<file path="config.mk">
export PLATFORM = sky130hd
export DESIGN_NAME = stopwatch_counter
export DESIGN_NICKNAME = d
export VERILOG_FILES = /design/src/rtl/stopwatch_pkg.sv /design/src/rtl/stopwatch_counter_digit.sv /design/src/rtl/stopwatch_counter.sv
export SDC_FILE = /design/constraint.sdc
export NUM_CORES = 1
export LEC_CHECK = 0
export ABC_AREA = 1
export CAP_MARGIN = 20
export CORE_MARGIN = 4
export CORE_UTILIZATION = 45
export CTS_CLUSTER_DIAMETER = 60
export DETAILED_ROUTE_END_ITERATION = 10
export PLACE_DENSITY = 0.67
export SLEW_MARGIN = 10
export SYNTH_ARGS = -nofsm -noshare
export SYNTH_HDL_FRONTEND = slang
export SYNTH_SLANG_ARGS = --single-unit
</file>
<file path="constraint.sdc">
create_clock -name clk -period 1.69 [get_ports clk]
set_input_delay 0.338 -clock clk [delete_from_list [all_inputs] [get_ports clk]]
set_output_delay 0.338 -clock clk [all_outputs]
set_load 0.01 [all_outputs]
</file>
<file path="src/rtl/stopwatch_pkg.sv">
// rtl/stopwatch_pkg.sv - shared types and constants for the BCD stopwatch core
package stopwatch_pkg;

  localparam int DIGIT_W = 4;

  typedef enum logic [1:0] {
    CMD_STOP  = 2'd0,
    CMD_HOLD  = 2'd1,
    CMD_CLEAR = 2'd2,
    CMD_RUN   = 2'd3
  } cmd_t;

  typedef enum logic [2:0] {
    S_CLEAR  = 3'd0,
    S_STOP   = 3'd1,
    S_RUN    = 3'd2,
    S_LAP    = 3'd3,
    S_FROZEN = 3'd4
  } state_t;

endpackage

</file>
<file path="src/rtl/stopwatch_counter_digit.sv">
// rtl/stopwatch_counter_digit.sv - one BCD digit with up/down step, preload and clear
module bcd_digit
  import stopwatch_pkg::*;
(
  input  logic               clk,
  input  logic               rst_n,
  input  logic               step_in,
  input  logic               dir,
  input  logic               load,
  input  logic [DIGIT_W-1:0] load_digit,
  input  logic               clear,
  output logic [DIGIT_W-1:0] digit,
  output logic               carry_out
);

  assign carry_out = step_in & (dir ? (digit == 4'd0) : (digit == 4'd9));

  // Preload outranks clear, which outranks a step
  always_ff @(posedge clk or negedge rst_n) begin
    if (!rst_n) begin
      digit <= '0;
    end else if (load) begin
      digit <= (load_digit > 4'd9) ? 4'd9 : load_digit;
    end else if (clear) begin
      digit <= '0;
    end else if (step_in) begin
      if (dir) digit <= (digit == 4'd0) ? 4'd9 : digit - 4'd1;
      else     digit <= (digit == 4'd9) ? 4'd0 : digit + 4'd1;
    end
  end

endmodule

</file>
<file path="src/rtl/stopwatch_counter.sv">
// rtl/stopwatch_counter.sv - prescaled BCD up/down stopwatch with lap hold and wrap/saturate
module stopwatch_counter
  import stopwatch_pkg::*;
#(
  parameter int DIGITS      = 4,
  parameter int TICK_PERIOD = 50000,
  parameter int WRAP        = 1
) (
  input  logic                        clk,
  input  logic                        rst_n,
  input  logic [1:0]                  cmd,
  input  logic                        dir,
  input  logic                        load,
  input  logic [DIGIT_W*DIGITS-1:0]   load_value,
  output logic [DIGIT_W*DIGITS-1:0]   count_bcd,
  output logic [DIGIT_W*DIGITS-1:0]   display_bcd,
  output logic                        display_en,
  output logic                        tick,
  output logic                        wrapped,
  output logic                        done
);

  localparam int PW = (TICK_PERIOD > 2) ? $clog2(TICK_PERIOD) : 1;
  localparam logic [PW-1:0] PRESC_MAX = PW'(TICK_PERIOD - 1);

  cmd_t   cmd_c;
  state_t state, state_nxt;
  logic [PW-1:0] presc;
  logic [DIGIT_W*DIGITS-1:0] hold_q;
  logic [DIGITS:0] carry;
  logic dir_q, dir_chg, run_active, step_raw, step, clear_cnt;
  logic all9, all0, hi9, hi0, at_term, near_term;
  logic block_sat, sat_hit, sat_stop, done_block, held, held_nxt;

  assign cmd_c      = cmd_t'(cmd);
  assign dir_chg    = (dir != dir_q);
  assign run_active = (state == S_RUN) || (state == S_LAP);
  assign step_raw   = run_active && (presc == PRESC_MAX);
  assign clear_cnt  = (cmd_c == CMD_CLEAR);

  always_comb begin
    all9 = 1'b1;
    all0 = 1'b1;
    hi9  = 1'b1;
    hi0  = 1'b1;
    for (int i = 0; i < DIGITS; i++) begin
      if (count_bcd[i*DIGIT_W +: DIGIT_W] != 4'd9) all9 = 1'b0;
      if (count_bcd[i*DIGIT_W +: DIGIT_W] != 4'd0) all0 = 1'b0;
      if (i > 0 && count_bcd[i*DIGIT_W +: DIGIT_W] != 4'd9) hi9 = 1'b0;
      if (i > 0 && count_bcd[i*DIGIT_W +: DIGIT_W] != 4'd0) hi0 = 1'b0;
    end
  end

  assign at_term   = dir ? all0 : all9;
  assign near_term = dir ? (hi0 && count_bcd[3:0] == 4'd1) : (hi9 && count_bcd[3:0] == 4'd8);

  // In saturate mode a step from the terminal value never happens
  assign block_sat  = (WRAP == 0) && at_term && step_raw;
  assign step       = step_raw && !load && !clear_cnt && !block_sat;
  assign sat_hit    = (WRAP == 0) && step && near_term;
  assign sat_stop   = sat_hit || (block_sat && !load);
  assign done_block = done && !load && !dir_chg;

  assign carry[0] = step;
  for (genvar g = 0; g < DIGITS; g++) begin : g_digit
    bcd_digit u_digit (
      .clk        (clk),
      .rst_n      (rst_n),
      .step_in    (carry[g]),
      .dir        (dir),
      .load       (load),
      .load_digit (load_value[g*DIGIT_W +: DIGIT_W]),
      .clear      (clear_cnt),
      .digit      (count_bcd[g*DIGIT_W +: DIGIT_W]),
      .carry_out  (carry[g+1])
    );
  end

  always_comb begin
    state_nxt = state;
    case (cmd_c)
      CMD_CLEAR: state_nxt = S_CLEAR;
      CMD_STOP:  state_nxt = S_STOP;
      CMD_RUN:   state_nxt = done_block ? state : S_RUN;
      CMD_HOLD: begin
        if (state == S_RUN) state_nxt = S_LAP;
        else if (state == S_STOP || state == S_CLEAR) state_nxt = S_FROZEN;
      end
      default:   state_nxt = state;
    endcase
    if (sat_stop && cmd_c != CMD_CLEAR) state_nxt = S_STOP;
  end

  assign held     = (state == S_LAP) || (state == S_FROZEN);
  assign held_nxt = (state_nxt == S_LAP) || (state_nxt == S_FROZEN);

  always_ff @(posedge clk or negedge rst_n) begin
    if (!rst_n) begin
      state   <= S_CLEAR;
      presc   <= '0;
      hold_q  <= '0;
      dir_q   <= 1'b0;
      tick    <= 1'b0;
      wrapped <= 1'b0;
      done    <= 1'b0;
    end else begin
      state   <= state_nxt;
      dir_q   <= dir;
      tick    <= step;
      wrapped <= (WRAP != 0) ? (step && carry[DIGITS]) : sat_hit;
      if (state == S_CLEAR || load) presc <= '0;
      else if (run_active) presc <= (presc == PRESC_MAX) ? '0 : presc + 1'b1;
      if (held_nxt && !held) hold_q <= count_bcd;
      if (clear_cnt || state == S_CLEAR || load || dir_chg) done <= 1'b0;
      else if (sat_stop) done <= 1'b1;
    end
  end

  assign display_bcd = held ? hold_q : count_bcd;
  assign display_en  = (state != S_CLEAR);

endmodule
</file>
==> results.md <==
Logic synthesis:
- The sequential fraction of the synthesis area is 0.372.
- During synthesis, Yosys emitted a total of 0 warnings.
- The combined area of all synthesized cells is ~3600 um2.
- The count of unique library cells instantiated by Yosys is 37.
- The net count after synthesis is 550.
- The number of storage elements in the synthesis netlist is 53.
- A synthesized cell averages around 6.9 um2.
- The gate count after technology mapping is 515.

Global routing:
- The overflow left after global routing is 0.
- The via count of the first global-routing pass is between 3000 and 4000.
- Entering global routing, the biggest net connects 54 pins.
- The first-pass GRT wire length is between 15000 and 20000 um.
- The number of antenna violations at the first check in global routing came to 0.
- In the global route stage, overall resource usage came out at 0.212.

Status:
- The checks that failed: setup timing.
- The run finished, with violations left.

Place:
- The pre-CTS setup slack is -0.270 ns.
- Summing all placed instances gives a cell area of about 4700 um2.
- The number of cells in the design after placement is 720.
- Summed over all nets, the half-perimeter wirelength after detailed placement is between 7000 and 8000 um.
- The count of buffers added on input and output ports is 56.
- The congestion estimate from routability-driven global placement came to ~0.9.

Detailed routing:
- After detailed routing, no signal wire sits above met4.
- The final route contains around 3800 vias.
- The first detailed-routing pass took 5 iterations.
- The per-cell via count in the routed design is 5.11.
- After detailed routing, the wire length on met1 is between 4000 and 5000 um.
- The routed wire length is around 10000 um.
- The routed design uses 400 um of met3 wire.
- The count of unresolved DRC violations after routing is 0.
- The final antenna-violating net count is 0.
- The average wire length per cell after detail routing is 13.8 um.
- The starting DRC count in detailed routing is 172.
- Detailed routing placed a total of 4860 um of wire on met2.

Worst setup path:
- The largest individual stage delay along the critical path comes from the cell dfrtp_1.
- Along the worst path, the maximum fanout reaches 14.
- The number of buffer and inverter stages on the critical path is 2.
- The largest incremental delay on the critical path is 0.43 ns.
- The type of element capturing the critical path is an output port.
- The kind of cell adding the most delay to the critical path is flip-flops.
- The data required time of the worst path is 1.35 ns.
- The critical path start-end classification is register to output port.
- The data arrival at the endpoint of the critical path is 1.54 ns.
- The critical path goes through nor2_2 -> nand2_2 -> o21ai_4 -> buf_6 -> nand2_1 -> o21ai_0 -> buf_2.
- The worst setup path is launched from a register.

Final layout:
- Compared with the post-synthesis result, the final layout area differs by 35.3%.
- In the final layout, the share of cells above drive strength 1 is 0.237.
- The final net count is 667.
- The area of all placed cells without fillers is 4830 um2.
- The antenna diode count is 0.
- Once layout is complete, the cells apart from fillers number 735.
- The number of filler cells placed in the layout is 716.

Clocking:
- The clock transition time at the flip-flop clock pins of the worst setup and hold paths is 0.10 ns.
- The worst-case clock buffer depth is 2.
- The clock latency reported for the late side of the worst-skew pair is 0.31 ns.
- The count of H-tree levels built during CTS is 2.
- TritonCTS built the clock tree.
- The number of clock buffers added by TritonCTS is 5.
- Buffers inserted to repair hold after CTS numbered 0.
- The tree is rooted in a clkbuf_8.
- CTS saw 53 sinks.

Timing:
- The final worst-path cycle share is 1.11.
- After layout, the worst setup slack is -0.184 ns.
- The number of hold violations in the final report is 0.
- The peak clock frequency supported by timing is roughly 530 MHz.
- Setup repair after global routing could not meet its margin everywhere.
- For the finished layout, the period the worst path requires is 1.87 ns.
- Across the routed clock network, the largest skew measured is about 0.0097 ns.
- Setup violations remaining at the end of the flow were counted as 16.
- The max-slew violation count is 0.
- The post-route setup TNS is -2.53 ns.

Die:
- The width of the die is a little under 100 um.
- The overall die height is 97.1 um.
- For this configuration, the core starts out at a cell density of 0.462.
- The count of standard-cell rows is 32.
- The I/O pin total is slightly below 60.
- The floorplan die area is 9420 um2.
- The area of the placeable core is 7730 um2.

Worst hold path:
- In this run the worst hold path is classified as input port to async pin.

Job:
- Max-cap violations in this run came to 0.

Power and ir drop:
- For this design the ratio of total power to cell area is 781 nW/um2.
- The standby leakage power is about 2.5 nW.
- The worst vdd rail ir drop is 0.356 mV.
==> path summary, 6_finish.rpt <==
path / startpoint / end / slack [ns] / cells past startpoint
min in group clk: hold_q[1] / hold_q[1] / 0.49 / 2
max in group asynchronous: rst_n / g_digit[2].u_digit.digit[0] / 1.41 / 2
worst max-delay path: state[1] / display_bcd[11] / -0.18 / 7
worst max register to register: state[2] / g_digit[3].u_digit.digit[3] / 0.09 / 11
worst min register to register: hold_q[1] / hold_q[1] / 0.49 / 2
worst min-delay path: rst_n / hold_q[3] / 0.01 / 2
==> worst register-to-register path, delay by kind of cell, from the launching register on <==
family	cells	cell delay [ns]
simple gates	8	0.75
flops	1	0.42
buf+inv	3	0.37
==> metrics by stage <==
step                       util  total power, W  hold WS (ns)
after detailed placement  0.603         0.00304         0.361
final                     0.625         0.00377        0.0103
after CTS                 0.612         0.00375        0.0210
after global routing      0.625         0.00405        0.0203
after floorplan               -         0.00229        0.0424
after global placement    0.603         0.00300         0.359
==> timing repair <==
item | CTS | global route
resized for setup | 81 | 40
gates cloned | 1 | 0
endpoints found under the setup margin | 34 | 56
pin swaps | 2 | 7
buffers inserted | 3 | 5
==> cell usage after synthesis, drive strengths merged <==
library cell | count | area share
xnor2 | 2 | 0.0049
o21ai | 54 | 0.078
o22ai | 1 | 0.0018
nor2 | 51 | 0.063
and3 | 1 | 0.0018
dfrtp | 53 | 0.37
o211ai | 4 | 0.0084
and2 | 1 | 0.0018
nand3 | 53 | 0.079
o221ai | 2 | 0.0049
a31oi | 1 | 0.0018
ha | 13 | 0.046
o2111ai | 1 | 0.0042
clkbuf | 3 | 0.0032
conb | 1 | 0.0011
o21a | 2 | 0.0042
nand2 | 170 | 0.19
xor2 | 4 | 0.0098
or2 | 1 | 0.0018
nand4 | 7 | 0.012
nor3 | 8 | 0.011
a21oi | 19 | 0.027
nand3b | 1 | 0.0021
clkinv | 2 | 0.0021
inv | 50 | 0.053
buf | 10 | 0.016
==> state kept, by name (all words and copies together), names as in the netlist <==
signal	count
hold_q	16
presc	16
tick	1
g_digit.u_digit.digit	16
state	3
wrapped	1
==> report_power, final <==
group          internal [W]  leakage [nW]  switching [W]  total [W]
combinational      0.000658          1.72       0.000807    0.00146
clock              0.000334        0.0512       0.000440   0.000774
sequential          0.00142         0.693       0.000110    0.00153
==> cells in the final DEF (no fill, tap or decap), drive strengths merged, types with 2 or more instances in the layout <==
cell type	synthesis	layout
a21oi	19	19
buf	10	85
clkbuf	3	6
clkdlybuf4s50	0	25
clkinv	2	4
dfrtp	53	53
dlygate4sd2	0	8
dlymetal6s2s	0	5
ha	13	13
inv	50	50
nand2	170	170
nand3	53	53
nand4	7	7
nor2	51	51
nor3	8	8
o211ai	4	4
o21a	2	2
o21ai	54	54
o221ai	2	2
xnor2	2	2
xor2	4	4
==> cell type report <==
type	instances	area, um2	area share
tap	102	128	0.0264
inverter	52	198	0.0409
clock inverter	2	13.8	0.00285
multi-input combinational	397	2060	0.426
clock buffer	6	82.6	0.0171
timing repair buffer	123	1020	0.212
sequential	53	1330	0.275
==> logic make-up after synthesis <==
family          Yosys count  share of synthesized area
simple gates            293                      0.363
flops                    53                      0.372
compound gates           84                      0.130
buf+inv                  65                     0.0743
fa+ha+maj                13                     0.0456
other cells               1                    0.00105
xor+xnor                  6                     0.0147
==> routing by layer <==
metal / vias to the layer above / global-route usage
li1: 1910 / -
met1: 1747 / 0.285
met2: 90 / 0.364
met3: 10 / 0.0330
met4: 0 / 0.0389
met5: - / 0
No activity file was read; power rests on OpenSTA's default activity.
